==> config.mk <==
export PLATFORM = sky130hd
export DESIGN_NAME = zoom_line_reader
export DESIGN_NICKNAME = d
export VERILOG_FILES = /design/src/rtl/zoom_pkg.sv /design/src/rtl/zoom_skid_fifo.sv /design/src/rtl/zoom_line_reader.sv
export SDC_FILE = /design/constraint.sdc
export NUM_CORES = 1
export LEC_CHECK = 0
export ABC_AREA = 1
export CAP_MARGIN = 20
export CELL_PAD_IN_SITES_DETAIL_PLACEMENT = 0
export CELL_PAD_IN_SITES_GLOBAL_PLACEMENT = 1
export CORE_MARGIN = 2
export CORE_UTILIZATION = 30
export CTS_CLUSTER_DIAMETER = 60
export DETAILED_ROUTE_END_ITERATION = 7
export DONT_BUFFER_PORTS = 1
export PLACE_DENSITY = 0.54
export SLEW_MARGIN = 25
export SYNTH_ARGS = -nofsm -noshare
export SYNTH_HDL_FRONTEND = slang
export SYNTH_HIERARCHICAL = 1
export SYNTH_SLANG_ARGS = --single-unit
export TNS_END_PERCENT = 50
==> constraint.sdc <==
create_clock -name clk -period 3.35 [get_ports clk]
set_clock_uncertainty 0.2 [all_clocks]
set_input_delay 0.335 -clock clk [delete_from_list [all_inputs] [get_ports clk]]
set_output_delay 0.335 -clock clk [all_outputs]
set_load 0.02 [all_outputs]
==> src/rtl/zoom_pkg.sv <==
// rtl/zoom_pkg.sv - shared state encoding and default RAM geometry for the ZOOM line reader
package zoom_pkg;
    localparam int ZOOM_ADDR_WIDTH = 11;
    localparam int ZOOM_DATA_WIDTH = 16;
    localparam int ZOOM_RD_LATENCY = 2;

    typedef enum logic [1:0] {
        ST_IDLE,
        ST_ISSUE,
        ST_DRAIN,
        ST_DONE
    } zoom_state_e;
endpackage

==> src/rtl/zoom_skid_fifo.sv <==
// rtl/zoom_skid_fifo.sv - synchronous skid FIFO absorbing read data under downstream backpressure
module zoom_skid_fifo
#(
    parameter int DEPTH = 4,
    parameter int WIDTH = 17
) (
    input  logic                     clk,
    input  logic                     rst,
    input  logic                     push,
    input  logic [WIDTH-1:0]         push_data,
    input  logic                     pop,
    output logic [WIDTH-1:0]         pop_data,
    output logic                     full,
    output logic                     empty,
    output logic [$clog2(DEPTH):0]   count
);
    localparam int PW = $clog2(DEPTH);
    localparam int CW = PW + 1;

    logic [WIDTH-1:0] mem_q [DEPTH];
    logic [WIDTH-1:0] mem_d [DEPTH];
    logic [PW-1:0]    wr_ptr_q, wr_ptr_d;
    logic [PW-1:0]    rd_ptr_q, rd_ptr_d;
    logic [CW-1:0]    count_q, count_d;

    always_comb begin
        mem_d    = mem_q;
        wr_ptr_d = wr_ptr_q;
        rd_ptr_d = rd_ptr_q;
        if (push) begin
            mem_d[wr_ptr_q] = push_data;
            wr_ptr_d        = wr_ptr_q + PW'(1);
        end
        if (pop) begin
            rd_ptr_d = rd_ptr_q + PW'(1);
        end
        count_d = count_q + CW'(push) - CW'(pop);
    end

    // Storage is cleared too so the head reads as zero straight out of reset.
    always_ff @(posedge clk or negedge rst) begin
        if (!rst) begin
            for (int i = 0; i < DEPTH; i++) begin
                mem_q[i] <= '0;
            end
            wr_ptr_q <= '0;
            rd_ptr_q <= '0;
            count_q  <= '0;
        end else begin
            mem_q    <= mem_d;
            wr_ptr_q <= wr_ptr_d;
            rd_ptr_q <= rd_ptr_d;
            count_q  <= count_d;
        end
    end

    assign pop_data = mem_q[rd_ptr_q];
    assign full     = (count_q == CW'(DEPTH));
    assign empty    = (count_q == '0);
    assign count    = count_q;
endmodule

==> src/rtl/zoom_line_reader.sv <==
// rtl/zoom_line_reader.sv - fetches one line from the ZOOM line RAM and streams it out with a last marker
module zoom_line_reader
    import zoom_pkg::*;
#(
    parameter int ADDR_WIDTH = ZOOM_ADDR_WIDTH,
    parameter int DATA_WIDTH = ZOOM_DATA_WIDTH,
    parameter int RD_LATENCY = ZOOM_RD_LATENCY,
    parameter int SKID_DEPTH = 4
) (
    input  logic                  clk,
    input  logic                  rst,
    input  logic                  start,
    input  logic [ADDR_WIDTH-1:0] base_addr,
    input  logic [ADDR_WIDTH:0]   line_len,
    output logic                  busy,
    output logic                  done,
    input  logic                  ram_gnt,
    output logic [ADDR_WIDTH-1:0] ram_addr,
    output logic                  ram_wr_en,
    input  logic [DATA_WIDTH-1:0] ram_rd_data,
    output logic                  m_valid,
    input  logic                  m_ready,
    output logic [DATA_WIDTH-1:0] m_data,
    output logic                  m_last
);
    localparam int CW = $clog2(SKID_DEPTH) + 1;

    zoom_state_e           state_q, state_d;
    logic [ADDR_WIDTH-1:0] addr_q, addr_d;
    logic [ADDR_WIDTH-1:0] ram_addr_q, ram_addr_d;
    logic [ADDR_WIDTH:0]   remain_q, remain_d;
    logic [RD_LATENCY-1:0] vld_sr_q, vld_sr_d;
    logic [RD_LATENCY-1:0] last_sr_q, last_sr_d;
    logic [CW-1:0]         inflight_q, inflight_d;
    logic                  zero_done_q, zero_done_d;

    logic [CW-1:0]         fifo_count;
    logic                  fifo_full, fifo_empty;
    logic                  credit_ok, issue_now, final_issue;
    logic                  push, pop, head_last;
    logic [DATA_WIDTH-1:0] head_data;

    // Every beat in flight or buffered owns a FIFO slot, so a push can never find it full.
    assign credit_ok   = (int'(inflight_q) + int'(fifo_count) + 1) <= SKID_DEPTH;
    assign issue_now   = (state_q == ST_ISSUE) && ram_gnt && credit_ok;
    assign final_issue = issue_now && (remain_q == (ADDR_WIDTH+1)'(1));
    assign push        = vld_sr_q[RD_LATENCY-1];
    assign pop         = m_valid && m_ready;

    always_comb begin
        state_d     = state_q;
        addr_d      = addr_q;
        ram_addr_d  = ram_addr_q;
        remain_d    = remain_q;
        zero_done_d = (state_q == ST_DONE);
        vld_sr_d    = '0;
        last_sr_d   = '0;
        vld_sr_d[0]  = issue_now;
        last_sr_d[0] = final_issue;
        for (int i = 1; i < RD_LATENCY; i++) begin
            vld_sr_d[i]  = vld_sr_q[i-1];
            last_sr_d[i] = last_sr_q[i-1];
        end
        inflight_d = inflight_q + CW'(issue_now) - CW'(push);

        case (state_q)
            ST_IDLE: begin
                if (start) begin
                    addr_d   = base_addr;
                    remain_d = line_len;
                    state_d  = (line_len == '0) ? ST_DONE : ST_ISSUE;
                end
            end
            ST_ISSUE: begin
                if (issue_now) begin
                    ram_addr_d = addr_q;
                    addr_d     = addr_q + ADDR_WIDTH'(1);
                    remain_d   = remain_q - (ADDR_WIDTH+1)'(1);
                    if (final_issue) begin
                        state_d = ST_DRAIN;
                    end
                end
            end
            ST_DRAIN: begin
                if (pop && head_last) begin
                    state_d = ST_IDLE;
                end
            end
            default: begin
                state_d = ST_IDLE;
            end
        endcase
    end

    always_ff @(posedge clk or negedge rst) begin
        if (!rst) begin
            state_q     <= ST_IDLE;
            addr_q      <= '0;
            ram_addr_q  <= '0;
            remain_q    <= '0;
            vld_sr_q    <= '0;
            last_sr_q   <= '0;
            inflight_q  <= '0;
            zero_done_q <= 1'b0;
        end else begin
            state_q     <= state_d;
            addr_q      <= addr_d;
            ram_addr_q  <= ram_addr_d;
            remain_q    <= remain_d;
            vld_sr_q    <= vld_sr_d;
            last_sr_q   <= last_sr_d;
            inflight_q  <= inflight_d;
            zero_done_q <= zero_done_d;
        end
    end

    zoom_skid_fifo #(
        .DEPTH (SKID_DEPTH),
        .WIDTH (DATA_WIDTH + 1)
    ) u_fifo (
        .clk       (clk),
        .rst       (rst),
        .push      (push),
        .push_data ({last_sr_q[RD_LATENCY-1], ram_rd_data}),
        .pop       (pop),
        .pop_data  ({head_last, head_data}),
        .full      (fifo_full),
        .empty     (fifo_empty),
        .count     (fifo_count)
    );

    assign busy      = (state_q != ST_IDLE);
    assign done      = zero_done_q || ((state_q == ST_DRAIN) && pop && head_last);
    assign ram_addr  = ram_addr_q;
    assign ram_wr_en = 1'b0;
    assign m_valid   = !fifo_empty;
    assign m_data    = head_data;
    assign m_last    = head_last && m_valid;
endmodule
==> results_tabular.tex, run 1 <==
\begin{tabular}{lr}
\hline
Metric & Value \\
\hline
\multicolumn{2}{l}{\textbf{Drt}} \\
\quad Average wire length per cell after detail routing & 13.8 µm \\
\quad Number of routed nets with antenna violations & 0 \\
\quad Total number of vias & 5194 \\
\quad Total wire length after detailed routing & 16.1 mm \\
\quad DRC viols & 0 \\
\quad DR iter-0 viols & 234 \\
\quad Pre-Repair DR Iteration Count & 4 \\
\quad Via/cell ratio & 4.45 \\
\multicolumn{2}{l}{\textbf{Synthesis}} \\
\quad Total of warnings raised by yosys & 6 \\
\quad Avg Inst Size Synth & 7.68 µm² \\
\quad Cell area after technology mapping & 6490 µm² \\
\quad Synth Net Count & 905 \\
\quad Post-synthesis instance total & 845 \\
\multicolumn{2}{l}{\textbf{STA}} \\
\quad Fmax achieved & 0.340 GHz \\
\quad Setup repair after global routing missed its margin & false \\
\quad Setup-failing EPs final & 0 \\
\quad Final max-slew violation count & 0 \\
\quad Number of failing hold endpoints at the final stage & 0 \\
\quad Least-Margin Pin Slew & 0.687 ns \\
\quad Post-route setup TNS & 0 ns \\
\quad Portion of the clock cycle consumed by the worst path in the final layout & 87.9\% \\
\quad Tightest slew margin relative to the limit & 54.2\% \\
\quad Time the worst path needs with I/O delays and setup & 2.94 ns \\
\multicolumn{2}{l}{\textbf{Placement}} \\
\quad Placer congestion estimate & 0.838 \\
\quad Port Buffer Count & 0 \\
\quad DP Wirelength & 10.5 mm \\
\multicolumn{2}{l}{\textbf{Worst setup path}} \\
\quad Type of the worst setup path & reg -> out \\
\quad Endpoint arrival time on the critical path & 2.41 ns \\
\quad Reg2Reg Launch Point & inflight\_q[1] \\
\quad Nature of the critical path endpoint & output port \\
\quad Critical path data required time & 2.81 ns \\
\quad Critical path startpoint category & register \\
\quad Register-to-Register Path Depth & 11 \\
\quad Largest fanout of any net on the critical path & 18 \\
\quad FF-to-FF End & inflight\_q[1] \\
\quad Setup slack on the worst flop-to-flop path & 0.64 ns \\
\multicolumn{2}{l}{\textbf{CTS}} \\
\quad TritonCTS clock tree & yes \\
\quad H-tree Lvls & 4 \\
\quad Number of setup buffers added after CTS & 0 \\
\quad Later-pin clock latency in the skew report & 0.42 ns \\
\quad CTS sink count & 119 \\
\quad Root Driver & sky130\_fd\_sc\_hd\_\_clkbuf\_16 \\
\quad Clock slew at reported path FFs & 0.06 ns \\
\quad Clock buffer depth & 2 \\
\quad Num CTS Buffers & 17 \\
\multicolumn{2}{l}{\textbf{Cells and area}} \\
\quad Ant. Diodes & 0 \\
\quad Utilization after layout & 36.3\% \\
\quad Final-stage net count & 939 \\
\quad Layout-stage area growth over the synthesis result & 18.3\% \\
\quad Share of final-layout standard cells stronger than drive strength 1 & 8.63\% \\
\multicolumn{2}{l}{\textbf{Status}} \\
\quad Run status & finished, final reports clean \\
\multicolumn{2}{l}{\textbf{GRT}} \\
\quad Antenna violations before repair & 0 \\
\quad Overall routing resource usage & 15.0\% \\
\quad First-pass GRT wire length & 26.4 mm \\
\quad Via count of the first global-routing pass & 5095 \\
\quad Maximum number of pins on one net before global-route repair & 120 \\
\quad GR Overflow Total & 0 \\
\multicolumn{2}{l}{\textbf{Flow run}} \\
\quad Total of max-cap violations & 0 \\
\multicolumn{2}{l}{\textbf{Die}} \\
\quad Area of the die & 22800 µm² \\
\quad Die H & 151 µm \\
\quad Initial cell density of the core & 30.7\% \\
\quad Number of top-level pins & 76 \\
\quad Die Width & 151 µm \\
\quad Placeable Area & 21200 µm² \\
\quad Placement Rows & 53 \\
\multicolumn{2}{l}{\textbf{Power and ir drop}} \\
\quad Total power density per cell area & 1040 nW/µm² \\
\quad Total chip power & 8010 µW \\
\quad Cell leakage power & 0.00413 µW \\
\quad Max rail drop VDD & 0.000375 V \\
\multicolumn{2}{l}{\textbf{Hold path}} \\
\quad Hold Path Stages & 5 \\
\quad Start point of the worst min-delay path & line\_len[11] \\
\quad Sink of the worst hold path & state\_q[1] \\
\quad Hold Path Class & in -> reg \\
\hline
\end{tabular}
[worst max-delay path, cell delays in order (launching register included)]
cell	delay, ns
sky130_fd_sc_hd__dfrtp_1	0.76
sky130_fd_sc_hd__inv_4	0.12
sky130_fd_sc_hd__nand2_1	0.09
sky130_fd_sc_hd__nand3_1	0.06
sky130_fd_sc_hd__nand2_1	0.09
sky130_fd_sc_hd__inv_1	0.04
sky130_fd_sc_hd__nor2_1	0.49
sky130_fd_sc_hd__a31o_2	0.34
[worst max-delay path by stage]
stage	from	to	slack [ns]
after floorplan	u_fifo/count[1]	inflight_q[2]	0.82
after detailed placement	inflight_q[1]	inflight_q[1]	0.62
after global routing	u_fifo/rd_ptr_q[0]	done	0.21
final	u_fifo/rd_ptr_q[0]	done	0.41
after global placement	u_fifo/count[1]	inflight_q[1]	0.72
after CTS	u_fifo/rd_ptr_q[0]	done	0.36
[report_power, final]
part | internal, µW | switching (µW) | leakage, µW
registers | 2100 | 554 | 0.00138
logic | 1120 | 2200 | 0.00243
clock network | 1360 | 669 | 0.000316
[area by class of cell]
cell class	count	area (µm²)
fillers	2231	13500
flip-flops and latches	119	2980
multi-input cells	550	2670
inverters	143	542
repair buffers	48	495
clock buffers	20	457
well taps	275	344
clock inverters	12	198
[per-layer routing]
layer  routed length (µm)  share of wire [%]  GRT usage (%)
met5                    0                  0              0
met4                  161                1.0           4.21
met3                  549                3.4           3.73
met2                 7730                 48           25.3
met1                 7620                 47           19.1
[cells in the final DEF, fill, tap and decap left out, types with 2 or more instances in the layout]
master	instances
sky130_fd_sc_hd__ha_1	14
sky130_fd_sc_hd__clkbuf_16	17
sky130_fd_sc_hd__bufinv_16	5
sky130_fd_sc_hd__o21ai_1	49
sky130_fd_sc_hd__nand4_1	4
sky130_fd_sc_hd__o21ai_2	21
sky130_fd_sc_hd__a21oi_1	2
sky130_fd_sc_hd__fa_1	2
sky130_fd_sc_hd__buf_4	5
sky130_fd_sc_hd__xnor2_1	3
sky130_fd_sc_hd__nand2_4	4
sky130_fd_sc_hd__nor2_1	33
sky130_fd_sc_hd__xor2_1	4
sky130_fd_sc_hd__clkbuf_8	2
sky130_fd_sc_hd__nand3_1	72
sky130_fd_sc_hd__inv_1	140
sky130_fd_sc_hd__nor3_1	3
sky130_fd_sc_hd__dfrtp_1	119
sky130_fd_sc_hd__inv_4	2
sky130_fd_sc_hd__clkinv_2	3
sky130_fd_sc_hd__o21ai_0	37
sky130_fd_sc_hd__dlygate4sd3_1	41
sky130_fd_sc_hd__nand2_1	288
sky130_fd_sc_hd__or2_2	7
sky130_fd_sc_hd__clkinvlp_4	2
[state kept, by name, indices dropped and copies added, names as in the netlist]
register,count
u_fifo/mem_q,68
remain_q,12
addr_q,11
ram_addr,11
inflight_q,3
u_fifo/count,3
last_sr_q,2
state_q,2
u_fifo/rd_ptr_q,2
u_fifo/wr_ptr_q,2
vld_sr_q,2
zero_done_q,1
[per-stage QoR]
step / hold slack (ns) / setup WS [ns] / instance area (µm²) / cells
after global routing: 0.0514 / 0.211 / 7680 / 1167
after CTS: 0.0106 / 0.357 / 7680 / 1167
after global placement: -0.156 / 0.718 / 6590 / 1093
final: 0.0461 / 0.405 / 7680 / 1167
after floorplan: -0.161 / 0.819 / 6490 / 845
after detailed placement: -0.156 / 0.616 / 6590 / 1093
[timing repair]
action                                 CTS  global route
endpoints found under the hold margin  208             0
gates resized for setup                  0             0
hold buffers                            42             0
No activity file was read; power rests on OpenSTA's default activity.
==> run 2, diff against run 1 <==
--- a/config.mk
+++ b/config.mk
@@ -12,9 +12,11 @@
 export CORE_MARGIN = 2
 export CORE_UTILIZATION = 30
 export CTS_CLUSTER_DIAMETER = 60
+export CTS_CLUSTER_SIZE = 20
 export DETAILED_ROUTE_END_ITERATION = 7
 export DONT_BUFFER_PORTS = 1
 export PLACE_DENSITY = 0.54
+export SKIP_LAST_GASP = 1
 export SLEW_MARGIN = 25
 export SYNTH_ARGS = -nofsm -noshare
 export SYNTH_HDL_FRONTEND = slang
==> results of run 2 <==
The final DEF is identical to that of run 1; final timing and power are the same.
==> run 3, diff against run 2 <==
--- a/config.mk
+++ b/config.mk
@@ -12,7 +12,7 @@
 export CORE_MARGIN = 2
 export CORE_UTILIZATION = 30
 export CTS_CLUSTER_DIAMETER = 60
-export CTS_CLUSTER_SIZE = 20
+export CTS_CLUSTER_SIZE = 16
 export DETAILED_ROUTE_END_ITERATION = 7
 export DONT_BUFFER_PORTS = 1
 export PLACE_DENSITY = 0.54
@@ -22,4 +22,3 @@
 export SYNTH_HDL_FRONTEND = slang
 export SYNTH_HIERARCHICAL = 1
 export SYNTH_SLANG_ARGS = --single-unit
-export TNS_END_PERCENT = 50
==> results of run 3 <==
The final DEF is identical to that of run 1; final timing and power are the same.
